### config.mk
export PLATFORM = sky130hd
export DESIGN_NAME = mem_stage_lsu
export DESIGN_NICKNAME = d
export VERILOG_FILES = /design/src/rtl/mem_stage_lsu.sv
export SDC_FILE = /design/constraint.sdc
export NUM_CORES = 1
export LEC_CHECK = 0
export BUFFER_PORTS_ARGS = -buffer_cell sky130_fd_sc_hd__clkbuf_2
export CAP_MARGIN = 5
export CELL_PAD_IN_SITES_DETAIL_PLACEMENT = 1
export CELL_PAD_IN_SITES_GLOBAL_PLACEMENT = 2
export CORE_MARGIN = 2
export CORE_UTILIZATION = 22
export CTS_BUF_LIST = sky130_fd_sc_hd__clkbuf_8
export CTS_CLUSTER_SIZE = 20
export DETAILED_ROUTE_END_ITERATION = 12
export PLACE_DENSITY_LB_ADDON = 0.12
export SLEW_MARGIN = 0
export SYNTH_ARGS = -nofsm -noshare
export SYNTH_HDL_FRONTEND = slang
export SYNTH_SLANG_ARGS = --single-unit
### constraint.sdc
create_clock -name clk -period 5.76 [get_ports clk]
set_input_delay 1.152 -clock clk [delete_from_list [all_inputs] [get_ports clk]]
set_output_delay 1.152 -clock clk [all_outputs]
set_load 0.005 [all_outputs]
### src/rtl/mem_stage_lsu.sv
// Memory-access stage: req/ack data-memory handshake, store lane alignment, load extension, MEM/WB register.
// Optional MISALIGN_TRAP_EN: trap misaligned halfword/word accesses instead of issuing them.
module mem_stage_lsu (
  input  logic        clk,
  input  logic        nrst,
  input  logic        mem_valid,
  input  logic [31:0] mem_ALUout,
  input  logic [31:0] mem_storedata,
  input  logic [3:0]  mem_dm_write,
  input  logic [2:0]  mem_dm_select,
  input  logic [1:0]  mem_sel_data,
  input  logic [11:0] mem_pc4,
  input  logic [31:0] mem_imm,
  input  logic [4:0]  mem_rd,
  input  logic        mem_wr_en,
  output logic        dm_req,
  output logic [31:0] dm_addr,
  output logic [3:0]  dm_we,
  output logic [31:0] dm_wdata,
  input  logic        dm_ack,
  input  logic [31:0] dm_rdata,
  output logic        stall,
  output logic        wb_wr_en,
  output logic [4:0]  wb_rd,
  output logic [31:0] wb_data,
  output logic        mis_trap
);

  typedef enum logic {IDLE = 1'b0, WAIT = 1'b1} state_t;

  state_t      r_state;
  logic [1:0]  w_off;
  logic        w_is_store;
  logic        w_access;
  logic        w_mis;
  logic        w_idle;
  logic        w_issue;
  logic [31:0] w_shift;
  logic [31:0] w_load;
  logic [31:0] w_wb_sel;

  assign w_off      = mem_ALUout[1:0];
  assign w_is_store = |mem_dm_write;
  assign w_access   = mem_valid & (w_is_store | (mem_sel_data == 2'b01));

`ifdef MISALIGN_TRAP_EN
  logic w_is_load;
  logic w_half;
  logic w_word;
  assign w_is_load = ~w_is_store & (mem_sel_data == 2'b01);
  assign w_half    = (mem_dm_write == 4'b0011) | (w_is_load & (mem_dm_select[1:0] == 2'b01));
  assign w_word    = (mem_dm_write == 4'b1111) | (w_is_load & (mem_dm_select == 3'b010));
  assign w_mis     = w_access & ((w_half & w_off[0]) | (w_word & (|w_off)));
`else
  assign w_mis     = 1'b0;
`endif

  assign w_idle  = (r_state == IDLE);
  assign w_issue = w_idle & w_access & ~w_mis;

  // Request and stall drop immediately under reset so a stuck WAIT never leaks out.
  assign dm_req   = nrst & (w_issue | ~w_idle);
  assign stall    = nrst & (w_issue | (~w_idle & ~dm_ack));
  assign dm_addr  = {mem_ALUout[31:2], 2'b00};
  assign dm_we    = mem_dm_write << w_off;
  assign dm_wdata = mem_storedata << {w_off, 3'b000};

  assign w_shift = dm_rdata >> {w_off, 3'b000};

  always_comb begin
    w_load = w_shift;
    case (mem_dm_select)
      3'b000:  w_load = {{24{w_shift[7]}}, w_shift[7:0]};
      3'b001:  w_load = {{16{w_shift[15]}}, w_shift[15:0]};
      3'b100:  w_load = {24'd0, w_shift[7:0]};
      3'b101:  w_load = {16'd0, w_shift[15:0]};
      default: w_load = w_shift;
    endcase
  end

  always_comb begin
    w_wb_sel = mem_ALUout;
    case (mem_sel_data)
      2'b00:   w_wb_sel = mem_ALUout;
      2'b01:   w_wb_sel = w_load;
      2'b10:   w_wb_sel = {20'd0, mem_pc4};
      default: w_wb_sel = mem_imm;
    endcase
  end

  always_ff @(posedge clk) begin
    if (!nrst) begin
      r_state  <= IDLE;
      wb_wr_en <= 1'b0;
      wb_rd    <= 5'd0;
      wb_data  <= 32'd0;
      mis_trap <= 1'b0;
    end else begin
      case (r_state)
        IDLE:    if (w_issue) r_state <= WAIT;
        WAIT:    if (dm_ack)  r_state <= IDLE;
        default: r_state <= IDLE;
      endcase
      mis_trap <= w_idle & w_mis;
      if (stall) begin
        wb_wr_en <= 1'b0;
      end else begin
        wb_wr_en <= mem_valid & mem_wr_en & ~w_mis;
        wb_rd    <= mem_rd;
        wb_data  <= w_wb_sel;
      end
    end
  end

endmodule

== After elaboration in Yosys (flattened, before gate mapping) ==
Cells that the tools add are included.
W data, S select, Z words.
Word-level totals
  bits of input ports: 159
  register bits: 39
Operators by class
  shifts and indexed selects: 3
  mux-type cells: 5
  equal/unequal tests: 5
  bitwise gates (word level): 12
  reductions and logical operators: 4
Operator list (number)
  $pmux W32 S4: 1
  $pmux W32 S3: 1
  $shl A32 B5 Y32: 1
  $shr A32 B5 Y32: 1
  $and A1 B1 Y1: 6
  $eq A3 B3 Y1 const B: 2
  $reduce_or A4 Y1: 1
  $shl A4 B2 Y4: 1
  $eq A3 B1 Y1 const B: 1
  $logic_not A3 Y1: 1
  $not A1 Y1: 3
  $or A1 B1 Y1: 3
  $eq A2 B1 Y1 const B: 1
  $eq A2 B2 Y1 const B: 1
  $logic_not A2 Y1: 1
  $mux W1: 2
  $pmux W1 S2: 1
  $reduce_or A2 Y1: 1

== Logic depth before layout (Yosys ltp) ==
Gate-level depths: netlist of the first run.
  depth after elaboration: 7
  mapped depth: 8

== Worst setup path before layout of the first run ==
OpenSTA, ideal clock, no wires.
  path type: input -> output
  from: in mem_ALUout[0]
  to: out dm_wdata[24]
  arrival time: 2.267 ns
  stages on the path: 6
  path slack: 2.341 ns
  path buffers: 4
  data required time: 4.608 ns
  cells stage by stage: buf_2 -> buf_4 -> buf_2 -> buf_2 -> mux2i_1 -> a21oi_1
Between the ends
  longest elaborated chain between the ends: 1
RTL lines
  from (decl): RTL line 7  | input logic [31:0] mem_ALUout,
  $shl A32 B5 Y32: RTL line 66  | assign dm_wdata = mem_storedata << {w_off, 3'b000};
  to (decl): RTL line 19  | output logic [31:0] dm_wdata,
Every way passes these cells.

== Worst setup path in the final report of the first run ==
  from: in mem_sel_data[1]
  to: out stall
Between the ends
  longest elaborated chain between the ends: 6
RTL lines
  from (decl): RTL line 11  | input logic [1:0] mem_sel_data,
  $eq A2 B1 Y1: RTL line 44  | assign w_access = mem_valid & (w_is_store | (mem_sel_data == 2'b01));
  $or A1 B1 Y1: RTL line 44
  $and A1 B1 Y1: RTL line 44
  $and A1 B1 Y1: RTL line 59  | assign w_issue = w_idle & w_access & ~w_mis;
  $or A1 B1 Y1: RTL line 63  | assign stall = nrst & (w_issue | (~w_idle & ~dm_ack));
  $and A1 B1 Y1: RTL line 63
  to (decl): RTL line 22  | output logic stall,
Every way passes these cells.

==> out/qor_table.md, run 1 <==
| Quantity | Value | Unit |
| --- | --- | --- |
| Worst Path Class, Setup | in2out | - |
| Worst slew margin | 17.7 | % |
| Drt total wl | 16.2 | mm |
| Via count of the first global-routing pass | 4,253 | - |
| Most frequent standard cell in the layout excluding fill and tap cells | clkbuf_2 | - |
| Clock period minus final worst setup slack | 4.01 | ns |
| Number of core rows | 46 | - |
| Number of enable flip-flop cells after synthesis | 0 | - |
| Signal arrival time at the worst endpoint | 2.85 | ns |
| Global-route wire length before repair | 23.9 | mm |
| Height of the die | 131 | µm |
| WL per Instance | 18.8 | µm |
| Outcome | completed | - |
| Filler Cells Inserted | 2,023 | - |
| Static Leakage | 2.44 | nW |
| Pin count of the biggest net entering global routing | 71 | - |
| Unrepaired setup endpoints after global routing | no | - |
| Last weighted congestion value of the routability-driven placer | 0.775 | - |
| Share of the core filled with cells in the final layout | 30.5 | % |
| Crit end category | primary output | - |
| Core Area | 0.0158 | mm² |
| Number of buffers added on ports | 264 | - |
| Max Transition Viols Final | 0 | - |
| Instance area at placement | 0.00470 | mm² |
| Share of layout cells above drive strength 1 | 46.1 | % |
| Final count of hold timing violations | 0 | - |
| Largest driver fanout on the critical path | 24 | - |
| Worst VDD drop | 0.0839 | mV |
| DRC violations left | 0 | - |
| Commonest non-fill, non-tap cells in the layout | clkbuf_2, nand2_1, mux2i_1 | - |
| Final-stage net count | 804 | - |
| Count of different cell masters after synthesis | 55 | - |
| Final Setup Violations | 0 | - |
| Clk_lat worst skew | 0.32 | ns |
| Overall Global Routing Usage | 18.5 | % |
| Drt pass-1 iters | 4 | - |
| Total I/O pin count | 268 | - |
| Initial Util | 22.3 | % |
| Violation count after the first detailed-routing iteration | 197 | - |
| Mapped Cells | 438 | - |
| Floorplan die width | 131 | µm |
| Number of standard cells in the layout, taps in and fillers out | 863 | - |
| Final setup slack of the worst path | 1.75 | ns |
| Post-detailed-route count of antenna-violating nets | 0 | - |
| Layout area overhead | 36.7 | % |
| Number of buffers on the longest clock path | 2 | - |
| Post-route cell area | 0.00481 | mm² |
| TritonCTS clock tree | yes | - |
| Minimum setup slack after placement | 1.70 | ns |
| Mean number of vias per cell | 4.76 | - |
| F_max | 250 | MHz |
| Total overflow reported by the global router | 0 | - |
| CTS Buf Count | 5 | - |
| H-Tree Depth | 2 | - |
| Post-synthesis async set-or-reset flop share | 0 | % |
| Setup TNS Final | 0 | ns |
| Total power density per cell area | 182 | mW/mm² |
| Placed wire-length estimate | 13.1 | mm |
| Total standard cell area after synthesis | 0.00352 | mm² |
| Total of flip-flops plus latches after synthesis | 39 | - |
| Slew of the pin with the lowest slew margin | 1.23 | ns |
| CTS clk-pin slew, worst paths | 0.09 | ns |
| Post-CTS Hold Fix Bufs | 0 | - |
| Fin crit share | 69.5 | % |
| Post-CTS sizing | 0 | - |
| Sequential share of the synthesized area | 22.2 | % |
| Root Buffer | clkbuf_8 | - |
| Synth Flop Type | dfxtp_1 | - |
| Post-CTS Setup Bufs | 0 | - |
| Number of cells after detailed placement | 854 | - |
| Number of clock sinks | 39 | - |
| Overall die area | 0.0170 | mm² |
| Yosys warning count | 0 | - |
| Avg Cell Area, Syn | 8.04 | µm² |
| Worst min-delay path category | reg2reg | - |
| Max-cap check violation count | 0 | - |
| Final clock skew | 0.0115 | ns |
| Data required time at the worst endpoint | 4.61 | ns |
| Initial antenna violation count | 1 | - |
| Vias post-DR | 4,110 | - |
| Startpoint type of the worst setup path | input pin | - |
[area by class of cell]
| type | count | area, µm² | area share [%] |
|---|---|---|---|
| multi-input combinational | 327 | 2280 | 47.4 |
| timing repair buffer | 267 | 1350 | 28.0 |
| sequential | 39 | 781 | 16.2 |
| tap | 216 | 270 | 5.62 |
| clock buffer | 5 | 68.8 | 1.43 |
| clock inverter | 3 | 43.8 | 0.910 |
| inverter | 5 | 18.8 | 0.390 |
| antenna | 1 | 2.50 | 0.0520 |
[critical path: stages]
cell and delay, ns:
clkbuf_2 0.36, nand2b_1 0.38, a21o_4 0.27, a21oi_4 0.48, clkbuf_2 0.21
[logic make-up (layout without fill, tap and decap cells)]
kind of cell / count (synthesis) / after routing / share of synthesized area (%)
buf+inv: 74 / 280 / 13.3
simple gates: 128 / 128 / 18.0
compound gates: 138 / 138 / 27.1
other cells: 1 / 4 / 0.107
mux: 58 / 58 / 19.3
flops: 39 / 39 / 22.2
[cell usage after synthesis, types with 8 or more instances]
cell type / number / area [µm²]
a211o_1: 8 / 70.1
a211oi_1: 12 / 90.1
a21oi_1: 39 / 195
a22o_1: 10 / 87.6
a22oi_1: 11 / 82.6
and2_1: 11 / 68.8
buf_2: 14 / 70.1
buf_4: 42 / 315
clkbuf_1: 10 / 37.5
dfxtp_1: 39 / 781
mux2i_1: 43 / 430
nand2_1: 47 / 176
nand3_1: 12 / 60.1
nor2_1: 22 / 82.6
nor2b_1: 15 / 93.8
o21ai_1: 15 / 75.1
[registers in the layout (all words and copies together) (netlist names)]
name      flops
wb_wr_en      1
wb_data      32
wb_rd         5
r_state       1
[through the flow]
step / power [W] / hold slack (ns)
after floorplan: 0.000493 / 0.453
final: 0.000878 / 0.464
after CTS: 0.000894 / 0.469
after global placement: 0.000634 / 0.443
after global routing: 0.000934 / 0.491
after detailed placement: 0.000639 / 0.452
[per-layer routing]
metal	wire, µm	track usage, %	part of all wire, %
met1	6830	23.0	42
met2	8220	33.1	51
met3	1020	3.34	6.3
met4	131	4.51	0.81
met5	0	0	0
[where the power goes]
part | internal [W] | switching (W) | total, W | leakage, nW
Sequential | 0.000294 | 0.0000134 | 0.000307 | 0.322
Combinational | 0.000148 | 0.000172 | 0.000320 | 2.06
Clock | 0.000129 | 0.000121 | 0.000251 | 0.0581
Total | 0.000571 | 0.000307 | 0.000878 | 2.44
[path summary, 6_finish.rpt]
kind	from	endpoint	slack (ns)	cells past startpoint
worst max register to register	r_state	wb_data[12]	3.75	5
worst min-delay path	wb_data[6]	wb_data[6]	0.46	2
worst max-delay path	mem_sel_data[1]	stall	1.75	5
worst min register to register	wb_data[6]	wb_data[6]	0.46	2
Note: power is estimated with default switching activity, not from simulation.
==> run 2, diff against run 1 <==
--- a/config.mk
+++ b/config.mk
@@ -10,7 +10,7 @@
 export CELL_PAD_IN_SITES_DETAIL_PLACEMENT = 1
 export CELL_PAD_IN_SITES_GLOBAL_PLACEMENT = 2
 export CORE_MARGIN = 2
-export CORE_UTILIZATION = 22
+export CORE_UTILIZATION = 19
 export CTS_BUF_LIST = sky130_fd_sc_hd__clkbuf_8
 export CTS_CLUSTER_SIZE = 20
 export DETAILED_ROUTE_END_ITERATION = 12
==> constraint.sdc (replaced) <==
create_clock -name clk -period 3.2 [get_ports clk]
set_input_delay 0.64 -clock clk [delete_from_list [all_inputs] [get_ports clk]]
set_output_delay 0.64 -clock clk [all_outputs]
set_load 0.005 [all_outputs]
==> out/qor_table.md, run 2 (synthesis gave the netlist of run 1 again) <==
| Quantity | Value | Unit | Delta |
| --- | --- | --- | --- |
| Final clock skew | 0.00893 | ns | -0.00261 ns |
| Beginning of the worst hold path | wb_data[0] | - |  |
| Comb pwr share | 36.9 | % | +0.4 points |
| Slew of the pin with the lowest slew margin | 0.801 | ns | -0.432 ns |
| Registers with the most flip-flops | wb_data x32, wb_rd x5 | - |  |
| WL per Instance | 19.1 | µm | +1.5% |
| Number of cells traversed by the worst hold path | 2 | - | unchanged |
| Layout area overhead | 38.9 | % |  |
| TritonCTS clock tree | yes | - |  |
| Unrepaired setup endpoints after global routing | no | - |  |
| N_diodes | 0 | - | -1 |
| Start of the worst register-to-register path | r_state | - |  |
| Violation count after the first detailed-routing iteration | 204 | - | +3.6% |
| Mean number of vias per cell | 4.68 | - | -1.7% |
| Total I/O pin count | 268 | - | unchanged |
| Number of buffers on the longest clock path | 2 | - | unchanged |
| Number of buffers added on ports | 264 | - | unchanged |
| Largest driver fanout on the critical path | 36 | - | +50% |
| Overall Global Routing Usage | 16.4 | % | -2.1 points |
| Crit end category | primary output | - |  |
| Setup TNS Final | 0 | ns | unchanged |
| Share of layout cells above drive strength 1 | 46.8 | % | +0.66 points |
| Final Setup Violations | 0 | - | unchanged |
| Max Transition Viols Final | 0 | - | unchanged |
| Worst reg2reg path endpoint | wb_data[29] | - |  |
| Post-CTS Setup Bufs | 0 | - | unchanged |
| CTS clk-pin slew, worst paths | 0.09 | ns | about the same |
| Cell with the biggest individual delay on the critical path | buf_4 | - |  |
| Worst Path Class, Setup | in2out | - |  |
| Via count of the first global-routing pass | 4,249 | - | -0.094% |
| Root Buffer | clkbuf_8 | - |  |
| H-Tree Depth | 2 | - | unchanged |
| Cell seen most often among critical-path stages | buf_4 | - |  |
| Floorplan die width | 140 | µm | +7.4% |
| Pin count of the biggest net entering global routing | 37 | - | -48% |
| Post-detailed-route count of antenna-violating nets | 0 | - | unchanged |
| Outcome | finished with violations | - |  |
| Slowest cell delay on critical path | 0.49 | ns | about the same |
| Cell Chain, Critical Path | buf_4 -> buf_4 -> nor2b_1 -> a211oi_1 -> a21oi_1 -> clkbuf_2 | - |  |
| Share of the core filled with cells in the final layout | 27.0 | % | -3.5 points |
| Biggest register | wb_data | - |  |
| Last weighted congestion value of the routability-driven placer | 0.800 | - | +3.3% |
| Drt total wl | 16.8 | mm | +3.9% |
| Drt pass-1 iters | 10 | - | +6 |
| DRC violations left | 15 | - | +15 |
| Global-route wire length before repair | 25.0 | mm | +4.9% |
| Flip-flop count of the largest register, all copies and words added | 32 | - | unchanged |
| Sw Ratio | 33.6 | % | -1.3 points |
| Clock share of power | 28.4 | % | about the same |
| Cell type group with the largest total delay on the critical path | buffers and inverters | - |  |
| Placed wire-length estimate | 14.0 | mm | +7.2% |
| Number of cell instances on the worst register-to-register path | 4 | - | -1 |
| Post-CTS sizing | 0 | - | unchanged |
| Clk_lat worst skew | 0.30 | ns | -0.02 ns |
| Worst VDD drop | 0.150 | mV | +79% |
| Failing checks | design-rule violations | - |  |
| Startpoint type of the worst setup path | input pin | - |  |
| Number of clock sinks | 39 | - | unchanged |
| Total overflow reported by the global router | 0 | - | unchanged |
| Signal arrival time at the worst endpoint | 2.00 | ns | -0.85 ns |
| Fin crit share | 82.5 | % |  |
| CTS Buf Count | 5 | - | unchanged |
| Final count of hold timing violations | 0 | - | unchanged |
| Clock period minus final worst setup slack | 2.64 | ns |  |
| Total power of the final layout | 0.00159 | W | +81% |
| Number of core rows | 49 | - | +6.5% |
| Overall die area | 0.0196 | mm² | +15% |
| Final-stage net count | 812 | - | +1.0% |
| Buffering stage count on the worst path with inverters included | 3 | - | +1 |
| Worst slew margin | 46.6 | % | +29 points |
| Height of the die | 140 | µm | +7.4% |
| Commonest non-fill, non-tap cells in the layout | clkbuf_2, nand2_1, mux2i_1 | - |  |
| Worst min-delay path category | reg2reg | - |  |
| Static Leakage | 2.48 | nW | +1.7% |
| Post-CTS Hold Fix Bufs | 0 | - | unchanged |
| Total power density per cell area | 325 | mW/mm² | +78% |
| Most frequent standard cell in the layout excluding fill and tap cells | clkbuf_2 | - |  |
| Int Pwr | 0.00105 | W | +85% |
| Data required time at the worst endpoint | 2.56 | ns | -2.05 ns |
| Core Area | 0.0181 | mm² | +15% |
| F_max | 379 | MHz |  |
| Worst-case hold path end point | wb_data[0] | - |  |
| Net switching power figure | 0.000535 | W | +74% |
| Worst reg2reg setup slack | 1.41 | ns | -2.34 ns |
| Vias post-DR | 4,134 | - | +0.58% |
| Max-cap check violation count | 0 | - | unchanged |
| Sequential share of power | 34.7 | % | -0.3 points |
| Initial antenna violation count | 0 | - | -1 |
| Initial Util | 19.5 | % | -2.9 points |
## run 2: cell count changes in the layout (fill, tap and decap cells not counted), sizes merged
cell | previous run | this run
buf | 4 | 12
clkbuf | 268 | 269
diode | 1 | 0
clkinv | 2 | 1
## run 2: power by group through the flow
| stage | clock (W) | sequential, W | combinational (W) |
|---|---|---|---|
| after floorplan | 0 | 0.000564 | 0.000323 |
| after global placement | 0 | 0.000562 | 0.000590 |
| after detailed placement | 0 | 0.000563 | 0.000597 |
| after CTS | 0.000472 | 0.000552 | 0.000599 |
| after global routing | 0.000484 | 0.000558 | 0.000649 |
| final | 0.000451 | 0.000552 | 0.000586 |
## run 2: worst max-delay path by stage
stage	depth (start not counted)	from	end
4_1_cts	6	mem_ALUout[0]	dm_wdata[24]
5_1_grt	6	mem_ALUout[0]	dm_wdata[24]
6_report	6	mem_ALUout[0]	dm_wdata[24]
2_1_floorplan	6	mem_ALUout[0]	dm_wdata[24]
3_3_place_gp	6	mem_ALUout[0]	wb_data[26]
3_5_place_dp	6	mem_ALUout[0]	wb_data[30]
## run 2: through the flow
step	worst slack, ns	area, µm²	hold slack, ns	std cells
6_report	0.560	4890	0.462	883
5_1_grt	0.405	4890	0.479	883
4_1_cts	0.570	4890	0.465	883
3_5_place_dp	0.558	4770	0.449	875
3_3_place_gp	0.592	4770	0.444	875
2_1_floorplan	0.805	3530	0.453	440
## run 2: per-layer routing
metal	global-route usage (%)	share of wire, %	vias to the layer above
met5	0	0	-
met4	1.86	0.57	0
met3	5.09	8.3	6
met2	27.9	48	147
met1	21.1	43	1966
li1	-	-	2015
## run 2: tightest hold or removal path, cell delays in order, from the launching register on
cell	delay [ns]
dfxtp_1	0.32
nand2_1	0.05
a21oi_1	0.05
## run 2: layout make-up
type                    instances  area [µm²]
well taps                     229         287
fillers                      2236       13200
clock buffers                   6        82.6
flip-flops and latches         39         781
inverters                       5        18.8
repair buffers                275        1410
multi-input cells             327        2280
clock inverters                 2        35.0
==> run 3, diff against run 2 <==
--- a/config.mk
+++ b/config.mk
@@ -10,7 +10,7 @@
 export CELL_PAD_IN_SITES_DETAIL_PLACEMENT = 1
 export CELL_PAD_IN_SITES_GLOBAL_PLACEMENT = 2
 export CORE_MARGIN = 2
-export CORE_UTILIZATION = 19
+export CORE_UTILIZATION = 21
 export CTS_BUF_LIST = sky130_fd_sc_hd__clkbuf_8
 export CTS_CLUSTER_SIZE = 20
 export DETAILED_ROUTE_END_ITERATION = 12
==> constraint.sdc (replaced) <==
create_clock -name clk -period 2.5 [get_ports clk]
set_input_delay 0.5 -clock clk [delete_from_list [all_inputs] [get_ports clk]]
set_output_delay 0.5 -clock clk [all_outputs]
set_load 0.005 [all_outputs]
==> out/qor_table.md, run 3 (synthesis gave the netlist of run 1 again) <==
| Quantity | Value | Unit | Delta |
| --- | --- | --- | --- |
| Outcome | completed | - |  |
| Max Transition Viols Final | 0 | - | unchanged |
| Reg area | 781 | µm² | unchanged |
| Total overflow reported by the global router | 0 | - | unchanged |
| Cell Chain, Critical Path | nand2b_1 -> a21o_4 -> a21oi_4 -> clkbuf_2 | - |  |
| Crit end category | primary output | - |  |
| Unrepaired setup endpoints after global routing | no | - |  |
| DRC violations left | 0 | - | -15 |
| Startpoint type of the worst setup path | flip-flop | - |  |
| Placed wire-length estimate | 13.6 | mm | -2.6% |
| Static Leakage | 2.52 | nW | +1.8% |
| Root Buffer | clkbuf_8 | - |  |
| Clk_lat worst skew | 0.31 | ns | about the same |
| Worst Path Class, Setup | reg2out | - |  |
| Initial Util | 21.4 | % | +1.9 points |
| Number of core rows | 47 | - | -4.1% |
| Fin crit share | 92.5 | % |  |
| Worst slew margin | 49.4 | % | +2.8 points |
| Number of cells after detailed placement | 873 | - | -0.23% |
| Setup TNS Final | 0 | ns | unchanged |
| Drt total wl | 16.8 | mm | -0.10% |
| F_max | 433 | MHz |  |
| Largest driver fanout on the critical path | 19 | - | -47% |
| Final Setup Violations | 0 | - | unchanged |
| Number of buffers on the longest clock path | 2 | - | unchanged |
| Final-stage net count | 819 | - | +0.86% |
| Filler Cells Inserted | 2,117 | - | -5.3% |
| Max-cap check violation count | 0 | - | unchanged |
| Cell type group with the largest total delay on the critical path | compound AO/OA/AOI/OAI gates | - |  |
| Overall Global Routing Usage | 18.3 | % | +1.9 points |
| Number of clock sinks | 39 | - | unchanged |
| Slowest cell delay on critical path | 0.48 | ns | about the same |
| Last weighted congestion value of the routability-driven placer | 0.793 | - | -0.90% |
| Vias post-DR | 4,208 | - | +1.8% |
| Initial antenna violation count | 1 | - | +1 |
| Flip-flop count of the largest register, all copies and words added | 32 | - | unchanged |
| Most frequent standard cell in the layout excluding fill and tap cells | clkbuf_2 | - |  |
| Worst reg2reg setup slack | 0.83 | ns | -0.58 ns |
| H-Tree Depth | 2 | - | unchanged |
| Worst reg2reg path endpoint | wb_data[27] | - |  |
| Slew of the pin with the lowest slew margin | 0.759 | ns | -0.0422 ns |
| Core Area | 0.0165 | mm² | -9.0% |
| Number of cell instances on the worst register-to-register path | 4 | - | unchanged |
| Data required time at the worst endpoint | 2.00 | ns | -0.56 ns |
| Biggest register | wb_data | - |  |
| Violation count after the first detailed-routing iteration | 167 | - | -18% |
| Signal arrival time at the worst endpoint | 1.81 | ns | -0.19 ns |
| Post-CTS Hold Fix Bufs | 0 | - | unchanged |
| Share of layout cells above drive strength 1 | 47.2 | % | +0.41 points |
| Registers with the most flip-flops | wb_data x32, wb_rd x5 | - |  |
| Clock period minus final worst setup slack | 2.31 | ns |  |
| Total power density per cell area | 392 | mW/mm² | +21% |
| Number of cells on the critical path | 4 | - | -2 |
| Post-detailed-route count of antenna-violating nets | 0 | - | unchanged |
| Final clock skew | 0.00647 | ns | -0.00246 ns |
| N_diodes | 0 | - | unchanged |
| CTS Buf Count | 5 | - | unchanged |
| Area occupied by multi-input gates | 0.00228 | mm² | unchanged |
| Total I/O pin count | 268 | - | unchanged |
| Beginning of the worst hold path | mem_rd[4] | - |  |
| TritonCTS clock tree | yes | - |  |
| Worst-case hold path end point | wb_rd[4] | - |  |
| Floorplan die width | 133 | µm | -4.7% |
| Number of standard cells in the layout, taps in and fillers out | 881 | - | -0.23% |
| Pin count of the biggest net entering global routing | 50 | - | +35% |
| Final count of hold timing violations | 0 | - | unchanged |
| Global-route wire length before repair | 25.2 | mm | +0.77% |
| Height of the die | 133 | µm | -4.7% |
| Start of the worst register-to-register path | r_state | - |  |
| Post-CTS Setup Bufs | 0 | - | unchanged |
| Layout area overhead | 41.3 | % |  |
| Mean number of vias per cell | 4.78 | - | +2.0% |
| Worst min-delay path category | in2reg | - |  |
| Number of buffers added on ports | 264 | - | unchanged |
| Worst VDD drop | 0.170 | mV | +13% |
| Commonest non-fill, non-tap cells in the layout | clkbuf_2, nand2_1, mux2i_1 | - |  |
| CTS clk-pin slew, worst paths | 0.09 | ns | about the same |
| Cell with the biggest individual delay on the critical path | a21oi_4 | - |  |
| Overall die area | 0.0178 | mm² | -9.3% |
| Number of cells traversed by the worst hold path | 2 | - | unchanged |
| Post-CTS sizing | 0 | - | unchanged |
| Drt pass-1 iters | 6 | - | -4 |
| Via count of the first global-routing pass | 4,366 | - | +2.8% |
| Buffering stage count on the worst path with inverters included | 1 | - | -2 |
| WL per Instance | 19.1 | µm | +0.13% |
-- run 3: cell types whose count changed in the layout (fill, tap and decap cells not counted) --
cell and change:
clkbuf_8 -1, inv_1 +1, buf_12 +6, bufinv_16 -1, buf_4 +1, clkinvlp_4 +1
-- run 3: worst max path at each step --
stage                   from            to  slack [ns]
2_1_floorplan  mem_ALUout[0]  dm_wdata[24]        0.38
3_3_place_gp   mem_ALUout[0]    wb_data[6]        0.05
3_5_place_dp   mem_ALUout[0]    wb_data[6]        0.08
4_1_cts              r_state         stall        0.16
5_1_grt              r_state         stall        0.08
6_report             r_state         stall        0.19
-- run 3: metrics by stage --
stage	power (W)	cell area (µm²)	util [%]	setup slack, ns	hold WS, ns
after floorplan	0.00114	3530	-	0.385	0.453
after global placement	0.00151	4890	29.7	0.0526	0.447
after detailed placement	0.00152	4890	29.7	0.0767	0.453
after CTS	0.00198	4970	30.2	0.164	0.385
after global routing	0.00207	4970	30.2	0.0820	0.401
final	0.00195	4970	30.2	0.188	0.393
-- run 3: area by class of cell --
type / instances / share of cell area [%]
timing repair buffer: 282 / 30.8
inverter: 5 / 0.377
tap: 220 / 5.53
clock buffer: 5 / 1.38
clock inverter: 3 / 0.327
multi-input combinational: 327 / 45.9
sequential: 39 / 15.7
-- run 3: metal layers --
layer | GRT usage, % | part of all wire, % | vias up
met2 | 32.1 | 50 | 160
met4 | 3.61 | 1.3 | 2
met5 | 0 | 0.077 | -
met1 | 23.3 | 43 | 1987
li1 | - | - | 2042
met3 | 3.58 | 5.5 | 17
-- run 3: power by group --
| group | switching, W | internal (W) | total, W |
|---|---|---|---|
| sequential | 0.0000308 | 0.000677 | 0.000708 |
| combinational | 0.000410 | 0.000373 | 0.000783 |
| clock | 0.000270 | 0.000192 | 0.000461 |
-- run 3: worst register-to-register path: cells and delay by family (launching register included) --
kind | cells | cell delay, ns
AND/OR/NAND/NOR | 4 | 1.27
flip-flops | 1 | 0.34
